## src/rtl/shp_nbr_gen.sv

```systemverilog
// rtl/shp_nbr_gen.sv - neighbour-difference generator feeding the sharpness stage
module shp_nbr_gen #(
    parameter int H_ACTIVE = 1920,
    parameter int DW       = 12
) (
    input  logic          clk,
    input  logic          rst_n,
    input  logic          i_hs,
    input  logic          i_vs,
    input  logic [DW-1:0] pix_in,
    input  logic          pix_valid,
    output logic          o_hs,
    output logic          o_vs,
    output logic          shp_en,
    output logic [DW-1:0] shp_curr,
    output logic [DW:0]   curr_prev_diff,
    output logic [DW:0]   curr_next_diff,
    output logic          shp_sel,
    output logic          line_err
);

    typedef enum logic [2:0] {IDLE, FIRST, RUN, FLUSH, DONE} state_t;

    localparam logic [11:0] H_LAST = 12'(H_ACTIVE);

    state_t        state, state_nxt;
    logic [DW-1:0] curr_r, prev_r;
    logic [11:0]   cnt;

    logic          accept;
    logic          last_hit;
    logic          emit;
    logic          emit_sel;
    logic [DW-1:0] emit_prev;
    logic [DW-1:0] emit_next;

    assign accept   = pix_valid & i_hs & i_vs &
                      ((state == IDLE) | (state == FIRST) | (state == RUN));
    assign last_hit = ((cnt + 12'd1) == H_LAST);

    // State register
    always_ff @(posedge clk or negedge rst_n) begin
        if (!rst_n) begin
            state <= IDLE;
        end else begin
            state <= state_nxt;
        end
    end

    // Next state and the neighbour triple to emit this cycle
    always_comb begin
        state_nxt = state;
        emit      = 1'b0;
        emit_sel  = 1'b0;
        emit_prev = curr_r;
        emit_next = curr_r;
        case (state)
            IDLE: begin
                if (accept) begin
                    state_nxt = (H_ACTIVE == 1) ? FLUSH : FIRST;
                end
            end
            FIRST: begin
                if (accept) begin
                    emit      = 1'b1;
                    emit_sel  = 1'b1;
                    emit_prev = curr_r;
                    emit_next = pix_in;
                    state_nxt = last_hit ? FLUSH : RUN;
                end
            end
            RUN: begin
                if (accept) begin
                    emit      = 1'b1;
                    emit_prev = prev_r;
                    emit_next = pix_in;
                    state_nxt = last_hit ? FLUSH : RUN;
                end
            end
            FLUSH: begin
                emit      = 1'b1;
                emit_sel  = 1'b1;
                emit_prev = prev_r;
                emit_next = curr_r;
                state_nxt = DONE;
            end
            DONE: begin
                state_nxt = DONE;
            end
            default: begin
                state_nxt = IDLE;
            end
        endcase
        // Blanking overrides everything, including a pending flush
        if (!i_vs || !i_hs) begin
            state_nxt = IDLE;
            emit      = 1'b0;
        end
    end

    // Pixel pipeline, counters, registered outputs and the sticky error flag
    always_ff @(posedge clk or negedge rst_n) begin
        if (!rst_n) begin
            o_hs           <= 1'b0;
            o_vs           <= 1'b0;
            curr_r         <= '0;
            prev_r         <= '0;
            cnt            <= '0;
            shp_en         <= 1'b0;
            shp_curr       <= '0;
            curr_prev_diff <= '0;
            curr_next_diff <= '0;
            shp_sel        <= 1'b0;
            line_err       <= 1'b0;
        end else begin
            o_hs <= i_hs;
            o_vs <= i_vs;
            if (!i_vs || !i_hs) begin
                curr_r         <= '0;
                prev_r         <= '0;
                cnt            <= '0;
                shp_en         <= 1'b0;
                shp_curr       <= '0;
                curr_prev_diff <= '0;
                curr_next_diff <= '0;
                shp_sel        <= 1'b0;
                if (!i_vs) begin
                    line_err <= 1'b0;
                end else if ((state == FIRST) || (state == RUN)) begin
                    // Line ended before H_ACTIVE pixels arrived; held pixels are dropped
                    line_err <= 1'b1;
                end
            end else begin
                shp_en <= emit;
                if (emit) begin
                    shp_curr       <= curr_r;
                    curr_prev_diff <= {1'b0, curr_r} - {1'b0, emit_prev};
                    curr_next_diff <= {1'b0, curr_r} - {1'b0, emit_next};
                    shp_sel        <= emit_sel;
                end
                if (accept) begin
                    curr_r <= pix_in;
                    if (state == IDLE) begin
                        cnt <= 12'd1;
                        if (H_ACTIVE == 1) begin
                            prev_r <= pix_in;
                        end
                    end else begin
                        prev_r <= curr_r;
                        cnt    <= cnt + 12'd1;
                    end
                end
                if ((state == DONE) && pix_valid) begin
                    line_err <= 1'b1;
                end
            end
        end
    end

endmodule

```

## config.mk

```make
export PLATFORM = sky130hd
export DESIGN_NAME = shp_nbr_gen
export DESIGN_NICKNAME = d
export VERILOG_FILES = /design/src/rtl/shp_nbr_gen.sv
export SDC_FILE = /design/constraint.sdc
export NUM_CORES = 1
export LEC_CHECK = 0
export ABC_AREA = 1
export CAP_MARGIN = 20
export CORE_AREA = 2 2 97 99
export CTS_CLUSTER_DIAMETER = 150
export DETAILED_ROUTE_END_ITERATION = 6
export DIE_AREA = 0 0 99 101
export PLACE_DENSITY = 0.86
export SLEW_MARGIN = 20
export SYNTH_ARGS = -nofsm -noshare
export SYNTH_HDL_FRONTEND = slang
export SYNTH_SLANG_ARGS = --single-unit
export TNS_END_PERCENT = 30
```

## constraint.sdc

```tcl
create_clock -name clk -period 3.5 [get_ports clk]
set_clock_uncertainty 0.2 [all_clocks]
set_input_delay 0.525 -clock clk [delete_from_list [all_inputs] [get_ports clk]]
set_output_delay 0.525 -clock clk [all_outputs]
set_load 0.05 [all_outputs]
```

After elaboration in Yosys (flattened, before gate mapping). Index checks and enable logic that the tools add are counted.

Bits in registers: 82. Output and inout bits: 43. Word-level logic and storage cells: 76.

Add/subtract/negate cells: 3. Eq/ne operators: 9. Mux-type cells: 33. Bitwise logic cells: 5. Reduce and logical (&&, ||, !) cells: 14.

Operators by type and width (count): $mux W12 (12); $mux W13 (4); $sub A12 B12 Y13 (2); $pmux W12 S2 (1); $add A12 B1 Y12 const B (1); $eq A12 B11 Y1 const B (1); $mux W1 (10); $mux W3 (3); $pmux W3 S3 (1); $eq A3 B2 Y1 const B (2); $ne A3 B2 Y1 const B (2); $reduce_and A2 Y1 (3); $reduce_bool A2 Y1 (3); $pmux W1 S2 (2); $reduce_or A2 Y1 (2); $and A1 B1 Y1 (3); $eq A3 B1 Y1 const B (1); $eq A3 B3 Y1 const B (1); $logic_not A3 Y1 (1); $ne A3 B1 Y1 const B (1); $logic_not A1 Y1 (2); $logic_or A1 B1 Y1 (2); $ne A2 B1 Y1 const B (1); $or A1 B1 Y1 (2); $logic_and A1 B1 Y1 (1).

Longest topological paths before layout. Gate-level depths: netlist of the first run.

Depth in word-level cells: 9. Depth in mapped cells: 17. Depth with buffers taken out: 17.

Worst setup path after synthesis of the first run. OpenSTA, ideal clock, no wires.

Kind: input port to flip-flop. Start: input port i_vs. End: register curr_prev_diff[8]. Library setup time: 0.122 ns. Arrival time: 2.528 ns. Setup slack: 0.650 ns. Stages on the path: 12. Buffers on the path: 1. Cell sequence: nand2_2 > nor2_2 > nand2_4 > buf_2 > o21bai_1 > a21oi_1 > ha_1 > fa_1 > o31ai_1 > nand2_1 > a21oi_1 > o21ai_1.

Word-level cells in the longest chain between the ends: 7. Elaborated cells between the ends (all ways): 13. Classes of those cells: add/sub (1); mux (7); bitwise (2); reduce/logical (3).

RTL lines: from (decl) (RTL line 9) `input logic i_vs,`; $and A1 B1 Y1 (2 in a row) (RTL line 37) `assign accept = pix_valid & i_hs & i_vs &`; $mux W12 (RTL line 73) `if (accept) begin`; $pmux W12 S2 (RTL line 57) `case (state)`; $sub A12 B12 Y13 (RTL line 137) `curr_prev_diff <= {1'b0, curr_r} - {1'b0, emit_prev};`; $mux W13 (RTL line 135) `if (emit) begin`; $mux W13 (RTL line 118) `if (!i_vs || !i_hs) begin`; to (signal assigned) (RTL line 137); to (decl) (RTL line 16) `output logic [DW:0] curr_prev_diff,`.

Parallel ways exist; a longest one is shown, timed or not. The select of a mux whose other input is x is not followed. A chain may end at the register's enable or synchronous reset.

Worst setup path after layout of the first run.
Start: register state[0]. End: register curr_prev_diff[8].

Word-level cells in the longest chain between the ends: 9. Elaborated cells between the ends (all ways): 17. Classes of those cells: add/sub (1); eq/ne (3); mux (7); bitwise (3); reduce/logical (3).

RTL lines: from (decl) (RTL line 26) `state_t state, state_nxt;`; from (signal assigned) (RTL line 46) `state <= state_nxt;`; $eq A3 B1 Y1 or $logic_not A3 Y1 (tied branches) (RTL line 38, 57); $or A1 B1 Y1 (2 in a row) (RTL line 38) `((state == IDLE) | (state == FIRST) | (state == RUN));`; $and A1 B1 Y1 (RTL line 37); $mux W12 (RTL line 73); $pmux W12 S2 (RTL line 57); $sub A12 B12 Y13 (RTL line 137); $mux W13 (RTL line 135); $mux W13 (RTL line 118).

Parallel ways exist; a longest one is shown, timed or not. The select of a mux whose other input is x is not followed.

==> run_results.csv, run 1 <==
group,metric,value,unit
placed_design,gp_congestion,1.035,
sta,slew_headroom,0.5120,
route,drt_wl_total,13410,um
synth,syn_inst,636,
route,num_vias,4748,
placed_design,post_dp_cell_area,5598,um2
synth,ys_ff_latch,82,
floorplan,initial_core_util,0.5415,
route,wire_per_inst,16.37,um
placed_design,portBuffers,59,
sta,fin_setup_tns,0,ns
worst_setup_path,crit_path_max_fanout,6,
global_routing,grt_max_degree,83,
sta,hold_viol_final,0,
clocking,cts_hold_buf,0,
route,drt_iter0_markers,356,
cells_and_area,final_cell_mix,"171 x nand2_1, 82 x dfrtp_1, 73 x inv_1",
worst_setup_path,worstSetupEndpointType,"flip-flop",
worst_setup_path,rr_worst_depth,15,
synth,yosysSeqAreaShare,0.4221,
power_and_ir_drop,leakage,2.847,nW
cells_and_area,fillers,748,
clocking,cts_tree,"done",
sta,maxSlewViolCount,0,
clocking,cts.sink_count,82,
global_routing,overflow,0,
power_and_ir_drop,power_density,373.9,nW/um2
route,vias_per_cell,5.797,
floorplan,die-area,9999,um2
synth,yosysUniqueCellTypes,37,
route,drt-pass1-iter-count,7,
global_routing,grtUsageMet3,0.04646,
floorplan,core,8977,um2
sta,finalCriticalPeriod,3.346,ns
synth,synth_fp_nets,681,
clocking,clk_pin_slew_worst_paths,0.09,ns
global_routing,grt_busiest_layer,"met2",
cells_and_area,diodes,0,
synth,syn_area_per_cell,7.643,um2
worst_setup_path,cp.required,3.54,ns
worst_setup_path,worst-setup-path-type,"reg2reg",
clocking,clockBufferDepth,2,
sta,max_freq,298.9,MHz
cells_and_area,drive_gt1_frac,0.06497,
cells_and_area,final_common_cell,"nand2_1",
run,maxCapViolations,0,
clocking,h-tree-depth,3,
cells_and_area,area_delta_synth_final,19.90,%
global_routing,antenna_found_initial,0,
global_routing,grt_pass1_vias,4524,
placed_design,dpl.hpwl,9988,um
clocking,cts_buffers,9,
route,post-route-drc-count,0,
hold_path,holdCritPathClass,"in2async",
sta,fin_crit_sh,0.9559,
cells_and_area,utilization,0.6492,
cells_and_area,multi_input_area,2417,um2
worst_setup_path,start_kind,"flip-flop",
global_routing,track_usage,0.2751,
global_routing,met2_usage,0.4433,
floorplan,dieWidth,99,um
clocking,post_cts_buffers,0,
synth,ys.warnings.count,0,
cells_and_area,finalInstanceArea,5828,um2
floorplan,die_h,101,um
sta,setup_violations,0,
synth,syn-cell-area,4861,um2
sta,rsz0062_at_grt,"no",
clocking,insertion_delay,0.36,ns
power_and_ir_drop,vdd_drop_max,0.2030,mV
cells_and_area,seq_area,2052,um2
floorplan,io_pins,60,
worst_setup_path,critPathArrivalTime,3.39,ns
global_routing,grt_pass1_wl,21830,um
global_routing,gr-usage-met1,0.3699,
route,ant_nets,0,
sta,fin_hold_ws,0.001802,ns
sta,tightest_slew,0.7319,ns
clocking,cts-root-buf,"clkbuf_8",
status,status,"complete, no violations",
clocking,cts_resized,0,
floorplan,rows,35,
cells_and_area,nNetsFinal,749,
-- through the flow --
step	power (mW)	setup slack [ns]	cells
2_1_floorplan	1.270	0.6500	636
3_3_place_gp	1.398	0.1104	804
3_5_place_dp	1.404	0.01896	804
4_1_cts	2.183	0.2633	819
5_1_grt	2.277	0.02978	819
6_report	2.179	0.1543	819
-- worst paths after layout --
path,from,endpoint,slack [ns]
worst max-delay path,state[0],curr_prev_diff[8],0.15
worst max register to register,state[0],curr_prev_diff[8],0.15
worst min-delay path,rst_n,shp_curr[1],0.002
min in group clk,curr_prev_diff[9],curr_prev_diff[9],0.28
max in group asynchronous,rst_n,shp_curr[7],2.60
worst min register to register,curr_prev_diff[9],curr_prev_diff[9],0.28
-- metal layers --
layer	up-vias	part of all wire
met4	0	0.026
li1	2239	-
met1	2236	0.43
met5	-	0
met3	42	0.077
met2	231	0.47
-- where the power goes --
group	internal, mW	switching (mW)
Clock	0.437	0.345
Combinational	0.145	0.281
Sequential	0.959	0.0129
Total	1.54	0.638
-- cell type report --
cell class | count | share of cell area
Multi-Input combinational cell | 459 | 0.4148
Tap cell | 111 | 0.02383
Sequential cell | 82 | 0.3521
Timing Repair Buffer | 73 | 0.1196
Clock inverter | 4 | 0.01288
Clock buffer | 11 | 0.02598
Inverter | 79 | 0.05088
-- critical path: stages (launching register included) --
cell and delay (ns):
dfrtp_1 0.49, nand2_2 0.12, nand2_1 0.09, inv_1 0.08
nand2_4 0.08, inv_2 0.05, buf_4 0.14, nor2_1 0.14
o21bai_1 0.17, a21oi_1 0.11, ha_1 0.24, fa_1 0.45
o31ai_1 0.43, nand2_1 0.14, a21oi_1 0.19, o21ai_1 0.10
-- logic make-up (layout without fill, tap and decap cells) --
logic type               count (synthesis)  in the layout  synth area share
flip-flops                              82             82            0.4221
XOR/XNOR                                 8              8           0.01441
AND/OR/NAND/NOR                        277            277            0.2358
buffers and inverters                   95            167           0.08057
AO/OA/AOI/OAI                          146            146            0.1719
adder cells (fa/ha/maj)                 28             28           0.07516
-- Yosys cell counts, drive strengths merged --
cell | count | area [um2]
a21boi | 3 | 22.52
a21o | 2 | 15.01
a21oi | 26 | 130.1
a22o | 1 | 8.760
a31oi | 4 | 25.02
buf | 10 | 71.32
clkbuf | 6 | 23.77
dfrtp | 82 | 2052
fa | 2 | 40.04
ha | 26 | 325.3
inv | 79 | 296.5
nand2 | 175 | 671.9
nand3 | 25 | 137.6
nand4 | 5 | 31.28
nor2 | 63 | 257.8
nor3 | 7 | 35.03
nor4 | 2 | 12.51
o211ai | 2 | 15.01
o21ai | 80 | 415.4
o21bai | 1 | 7.510
o221ai | 10 | 87.58
o22ai | 15 | 93.84
o31ai | 2 | 15.01
xnor2 | 2 | 17.52
xor2 | 6 | 52.55
-- state kept, by name, summed over array words and instances, names as in the netlist --
| register | flops |
|---|---|
| curr_r | 12 |
| shp_en | 1 |
| curr_prev_diff | 13 |
| state | 3 |
| shp_sel | 1 |
| line_err | 1 |
| o_hs | 1 |
| cnt | 12 |
| prev_r | 12 |
| shp_curr | 12 |
| curr_next_diff | 13 |
| o_vs | 1 |
Power figures use the tool's default switching activity.
==> run 2, diff against run 1 <==
- GPL_ROUTABILITY_DRIVEN: unset -> 0
==> run 2 against run 1 <==
  * The run now ends with DRC, hold timing left
  * Global-route usage fell by 0.90 points
  * Utilization fell by 0.66 points
  * Total power fell by 2.7%
  * Worst hold slack got worse by 0.0021 ns
  * Maximum frequency rose by 3.3%
  * Clock power fell by 6.1%
  * Critical endpoint unchanged
  * Largest power group unchanged
  * Highest routed layer unchanged
==> run_results.csv, run 2 (synthesis results as in run 1) <==
group,metric,value,unit
status,status,"finished, violations left",
status,violations,"DRC, hold timing",
worst_setup_path,rr_worst_depth,11,
sta,tightest_slew,0.7271,ns
worst_setup_path,crit_path_max_fanout,10,
sta,finalCriticalPeriod,3.238,ns
sta,max_freq,308.8,MHz
power_and_ir_drop,pwr-share-seq,0.458,
cells_and_area,top_regs,"curr_next_diff: 13 flops, curr_prev_diff: 13 flops",
route,drt_wl_total,12680,um
cells_and_area,area_delta_synth_final,18.69,%
sta,rsz0062_at_grt,"no",
worst_setup_path,cp-endpoint,"curr_prev_diff[8]",
cells_and_area,diodes,0,
route,post-route-drc-count,3,
worst_setup_path,start_kind,"flip-flop",
clocking,cts_hold_buf,0,
floorplan,io_pins,60,
worst_setup_path,reg2reg_to,"curr_prev_diff[8]",
placed_design,portBuffers,59,
placed_design,dpl.hpwl,9423,um
clocking,post_cts_buffers,0,
clocking,cts_resized,0,
worst_setup_path,cp.required,3.54,ns
worst_setup_path,critPathArrivalTime,3.28,ns
worst_setup_path,reg2reg_from,"state[1]",
floorplan,initial_core_util,0.5415,
floorplan,rows,35,
floorplan,die_h,101,um
cells_and_area,seq_area,2052,um2
global_routing,grt_pass1_wl,21400,um
cells_and_area,drive_gt1_frac,0.05421,
route,drt_iter0_markers,383,
clocking,cts_tree,"done",
clocking,clockBufferDepth,2,
floorplan,dieWidth,99,um
route,wire_per_inst,15.61,um
worst_setup_path,worstSetupEndpointType,"flip-flop",
power_and_ir_drop,leakage,2.807,nW
clocking,cts-root-buf,"clkbuf_8",
global_routing,grt_max_degree,83,
clocking,clk_pin_slew_worst_paths,0.08,ns
floorplan,die-area,9999,um2
cells_and_area,finalInstanceArea,5769,um2
clocking,insertion_delay,0.36,ns
global_routing,track_usage,0.2661,
power_and_ir_drop,power_density,367.6,nW/um2
sta,fin_crit_sh,0.9251,
power_and_ir_drop,switching_power,0.6254,mW
cells_and_area,final_common_cell,"nand2_1",
route,ant_nets,0,
run,maxCapViolations,0,
sta,fin_hold_ws,-0.0003213,ns
worst_setup_path,r2r_slack,0.26,ns
worst_setup_path,worst-setup-path-type,"reg2reg",
clocking,h-tree-depth,3,
sta,fin_setup_tns,0,ns
clocking,cts.sink_count,82,
sta,slew_headroom,0.5153,
sta,setup_violations,0,
route,num_vias,4725,
power_and_ir_drop,total_power,2.121,mW
cells_and_area,fillers,732,
cells_and_area,multi_input_area,2417,um2
global_routing,antenna_found_initial,0,
floorplan,core,8977,um2
power_and_ir_drop,combinationalPowerShare,0.196,
sta,maxSlewViolCount,0,
clocking,cts_buffers,9,
power_and_ir_drop,vdd_drop_max,0.1704,mV
power_and_ir_drop,p_int,1.496,mW
global_routing,overflow,0,
route,drt-pass1-iter-count,7,
cells_and_area,nNetsFinal,742,
power_and_ir_drop,p_sw_frac,0.2949,
power_and_ir_drop,clockPowerShare,0.346,
hold_path,holdCritPathClass,"in2async",
cells_and_area,final_cell_mix,"171 x nand2_1, 82 x dfrtp_1, 73 x inv_1",
route,vias_per_cell,5.819,
worst_setup_path,startpoint,"state[1]",
placed_design,post_dp_cell_area,5558,um2
sta,hold_viol_final,1,
global_routing,grt_pass1_vias,4516,
run 2: changes by cell type in the layout (fill, tap and decap cells not counted), sizes merged:
cell,previous run,this run
buf,15,8
clkbuf,11,10
clkinv,0,1
run 2: power groups by stage:
stage | Combinational [mW] | Sequential (mW) | Clock, mW
2_1_floorplan | 0.260 | 1.01 | 0
3_3_place_gp | 0.394 | 0.989 | 0
4_1_cts | 0.406 | 0.971 | 0.748
6_report | 0.417 | 0.971 | 0.733
3_5_place_dp | 0.404 | 0.990 | 0
5_1_grt | 0.464 | 0.973 | 0.785
run 2: area by class of cell:
cell class,instances,area share
multi-input cells,459,0.4190
flip-flops and latches,82,0.3557
repair buffers,66,0.1139
inverters,79,0.05140
well taps,111,0.02407
clock buffers,10,0.02212
clock inverters,5,0.01388
run 2: layer usage:
metal / share of wire / global-route usage / vias to the layer above
li1: - / - / 2219
met1: 0.42 / 0.3595 / 2210
met2: 0.46 / 0.4116 / 236
met3: 0.079 / 0.04924 / 60
met4: 0.040 / 0.1370 / 0
met5: 0 / 0 / -
run 2: metrics by stage:
| step | utilization | cells | worst slack, ns |
|---|---|---|---|
| floorplan | - | 636 | 0.6500 |
| global placement | 0.6191 | 797 | 0.09601 |
| detailed placement | 0.6191 | 797 | -0.08909 |
| CTS | 0.6422 | 812 | 0.2922 |
| global route | 0.6426 | 812 | 0.01291 |
| finish | 0.6426 | 812 | 0.2621 |
run 2: how the worst min path moves through the flow:
stage                       from                end  slack [ns]
2_1_floorplan              rst_n             cnt[0]        0.03
3_3_place_gp   curr_prev_diff[9]  curr_prev_diff[9]        0.27
3_5_place_dp   curr_prev_diff[9]  curr_prev_diff[9]        0.27
4_1_cts                    rst_n  curr_next_diff[0]        0.18
5_1_grt                    rst_n        shp_curr[0]        0.07
6_report                   rst_n  curr_next_diff[0]     -0.0003
run 2: critical path: stages, from the launching register on:
cell and delay [ns]:
dfrtp_1 0.39, inv_1 0.09, nor2_1 0.34, inv_2 0.18, nor2_1 0.25, a21oi_1 0.13
ha_1 0.24, fa_1 0.47, o31ai_1 0.42, nand2_1 0.16, a21oi_1 0.17, o21ai_1 0.08
==> run 3, diff against run 2 <==
- REMOVE_ABC_BUFFERS: unset -> 1
==> run 3 against run 2 <==
  * The run ends with hold timing left
  * Total power shrank 1.2%
  * Critical path depth grew 3
  * Non-clock buffer count grew 2
  * Final cell count grew 0.37%
  * Global-route usage shrank 0.24 points
  * Maximum frequency grew 2.6%
  * Largest cell class unchanged
==> run_results.csv, run 3 (synthesis results as in run 1) <==
group,metric,value,unit
floorplan,rows,35,
clocking,cts-root-buf,"clkbuf_8",
sta,setup_violations,0,
route,drt_iter0_markers,398,
clocking,h-tree-depth,3,
worst_setup_path,critPathArrivalTime,3.24,ns
sta,rsz0062_at_grt,"no",
global_routing,antenna_found_initial,0,
floorplan,core,8977,um2
power_and_ir_drop,power_density,363.8,nW/um2
cells_and_area,final_common_cell,"nand2_1",
floorplan,initial_core_util,0.5415,
floorplan,io_pins,60,
worst_setup_path,start_kind,"flip-flop",
status,violations,"hold timing",
worst_setup_path,reg2reg_from,"state[1]",
sta,tightest_slew,0.7417,ns
worst_setup_path,cp-endpoint,"curr_prev_diff[12]",
hold_path,holdCritPathClass,"in2async",
sta,fin_setup_tns,0,ns
route,wire_per_inst,15.81,um
clocking,insertion_delay,0.36,ns
worst_setup_path,rr_worst_depth,14,
worst_setup_path,startpoint,"state[1]",
worst_setup_path,cp_cell_sequence,"inv_1 > nor2_1 > inv_2 > nor2_1 > inv_2 > o221ai_1 > ha_1 > a21oi_1 > o21ai_0 > nand2_1 > nand3_1 > nand2_1 > nor2_1 > o21ai_0",
worst_setup_path,critPathMostFrequentCell,"nor2_1",
placed_design,dpl.hpwl,9395,um
floorplan,die_h,101,um
worst_setup_path,crit_cells,14,
worst_setup_path,cp.required,3.58,ns
global_routing,grt_max_degree,83,
sta,finalCriticalPeriod,3.157,ns
cells_and_area,fillers,753,
route,drt-pass1-iter-count,6,
worst_setup_path,worstSetupEndpointType,"flip-flop",
worst_setup_path,r2r_slack,0.34,ns
route,drt_wl_total,12880,um
worst_setup_path,max_stage_delay,0.40,ns
worst_setup_path,worst-setup-path-type,"reg2reg",
route,ant_nets,0,
sta,maxSlewViolCount,0,
cells_and_area,final_cell_mix,"171 x nand2_1, 82 x dfrtp_1, 73 x inv_1",
worst_setup_path,path_buf_inv,3,
route,num_vias,4730,
worst_setup_path,cpLargestDelayFamily,"simple AND/OR/NAND/NOR gates",
clocking,cts_buffers,9,
floorplan,dieWidth,99,um
global_routing,overflow,0,
clocking,cts.sink_count,82,
cells_and_area,area_delta_synth_final,18.51,%
power_and_ir_drop,leakage,2.811,nW
clocking,cts_resized,0,
floorplan,die-area,9999,um2
clocking,clockBufferDepth,2,
cells_and_area,drive_gt1_frac,0.05682,
sta,fin_hold_ws,-0.002893,ns
global_routing,grt_pass1_wl,20980,um
clocking,post_cts_buffers,0,
route,vias_per_cell,5.804,
cells_and_area,diodes,0,
worst_setup_path,crit_path_max_fanout,10,
global_routing,grt_pass1_vias,4422,
route,post-route-drc-count,0,
power_and_ir_drop,vdd_drop_max,0.2234,mV
power_and_ir_drop,total_power,2.096,mW
sta,hold_viol_final,2,
sta,slew_headroom,0.5055,
placed_design,portBuffers,59,
clocking,cts_hold_buf,0,
run,maxCapViolations,0,
sta,max_freq,316.8,MHz
clocking,cts_tree,"done",
cells_and_area,nNetsFinal,744,
global_routing,track_usage,0.2636,
worst_setup_path,reg2reg_to,"curr_prev_diff[12]",
cells_and_area,top_regs,"curr_next_diff: 13 flops, curr_prev_diff: 13 flops",
status,status,"finished, violations left",
worst_setup_path,cpMaxStageDelayCell,"dfrtp_1",
sta,fin_crit_sh,0.9019,
clocking,clk_pin_slew_worst_paths,0.09,ns
## run 3: power breakdown
| part | internal [mW] | leakage [nW] | total, mW | switching [mW] |
|---|---|---|---|---|
| registers | 0.959 | 1.14 | 0.971 | 0.0127 |
| clock network | 0.350 | 0.0966 | 0.709 | 0.358 |
| logic | 0.140 | 1.58 | 0.416 | 0.276 |
| total | 1.45 | 2.81 | 2.10 | 0.647 |
## run 3: final cells by class
type                       instances  area, um2  area share
tap                              111      138.9     0.02411
multi-input combinational        459       2417      0.4196
clock buffer                      12      145.1     0.02520
sequential                        82       2052      0.3562
clock inverter                     4      51.30    0.008905
timing repair buffer              68      659.4      0.1145
inverter                          79      296.5     0.05148
## run 3: worst min path at each step
stage                             from                 end  slack [ns]
global route                     rst_n   curr_next_diff[4]        0.06
CTS                              rst_n   curr_next_diff[3]        0.18
floorplan                        rst_n              cnt[0]        0.03
detailed placement   curr_next_diff[5]   curr_next_diff[5]        0.27
global placement    curr_prev_diff[11]  curr_prev_diff[11]        0.26
finish                           rst_n   curr_next_diff[4]      -0.003
## run 3: through the flow
stage | worst slack [ns] | hold slack, ns | instance area [um2] | utilization | std cells
after floorplan | 0.5652 | 0.02941 | 4766 | - | 620
after global placement | 0.1904 | 0.2632 | 5560 | 0.6194 | 799
after detailed placement | 0.02605 | 0.2723 | 5560 | 0.6194 | 799
after CTS | 0.3575 | 0.1777 | 5757 | 0.6413 | 815
after global routing | 0.08900 | 0.05916 | 5761 | 0.6417 | 815
final | 0.3434 | -0.002893 | 5761 | 0.6417 | 815
## run 3: per-layer routing
layer  vias to the layer above  wire length (um)  track usage
met1                      2205              5247       0.3395
met4                         0               412       0.1096
li1                       2228                 -            -
met2                       257              6286       0.4475
met3                        40               938      0.03814
met5                         -                 0            0
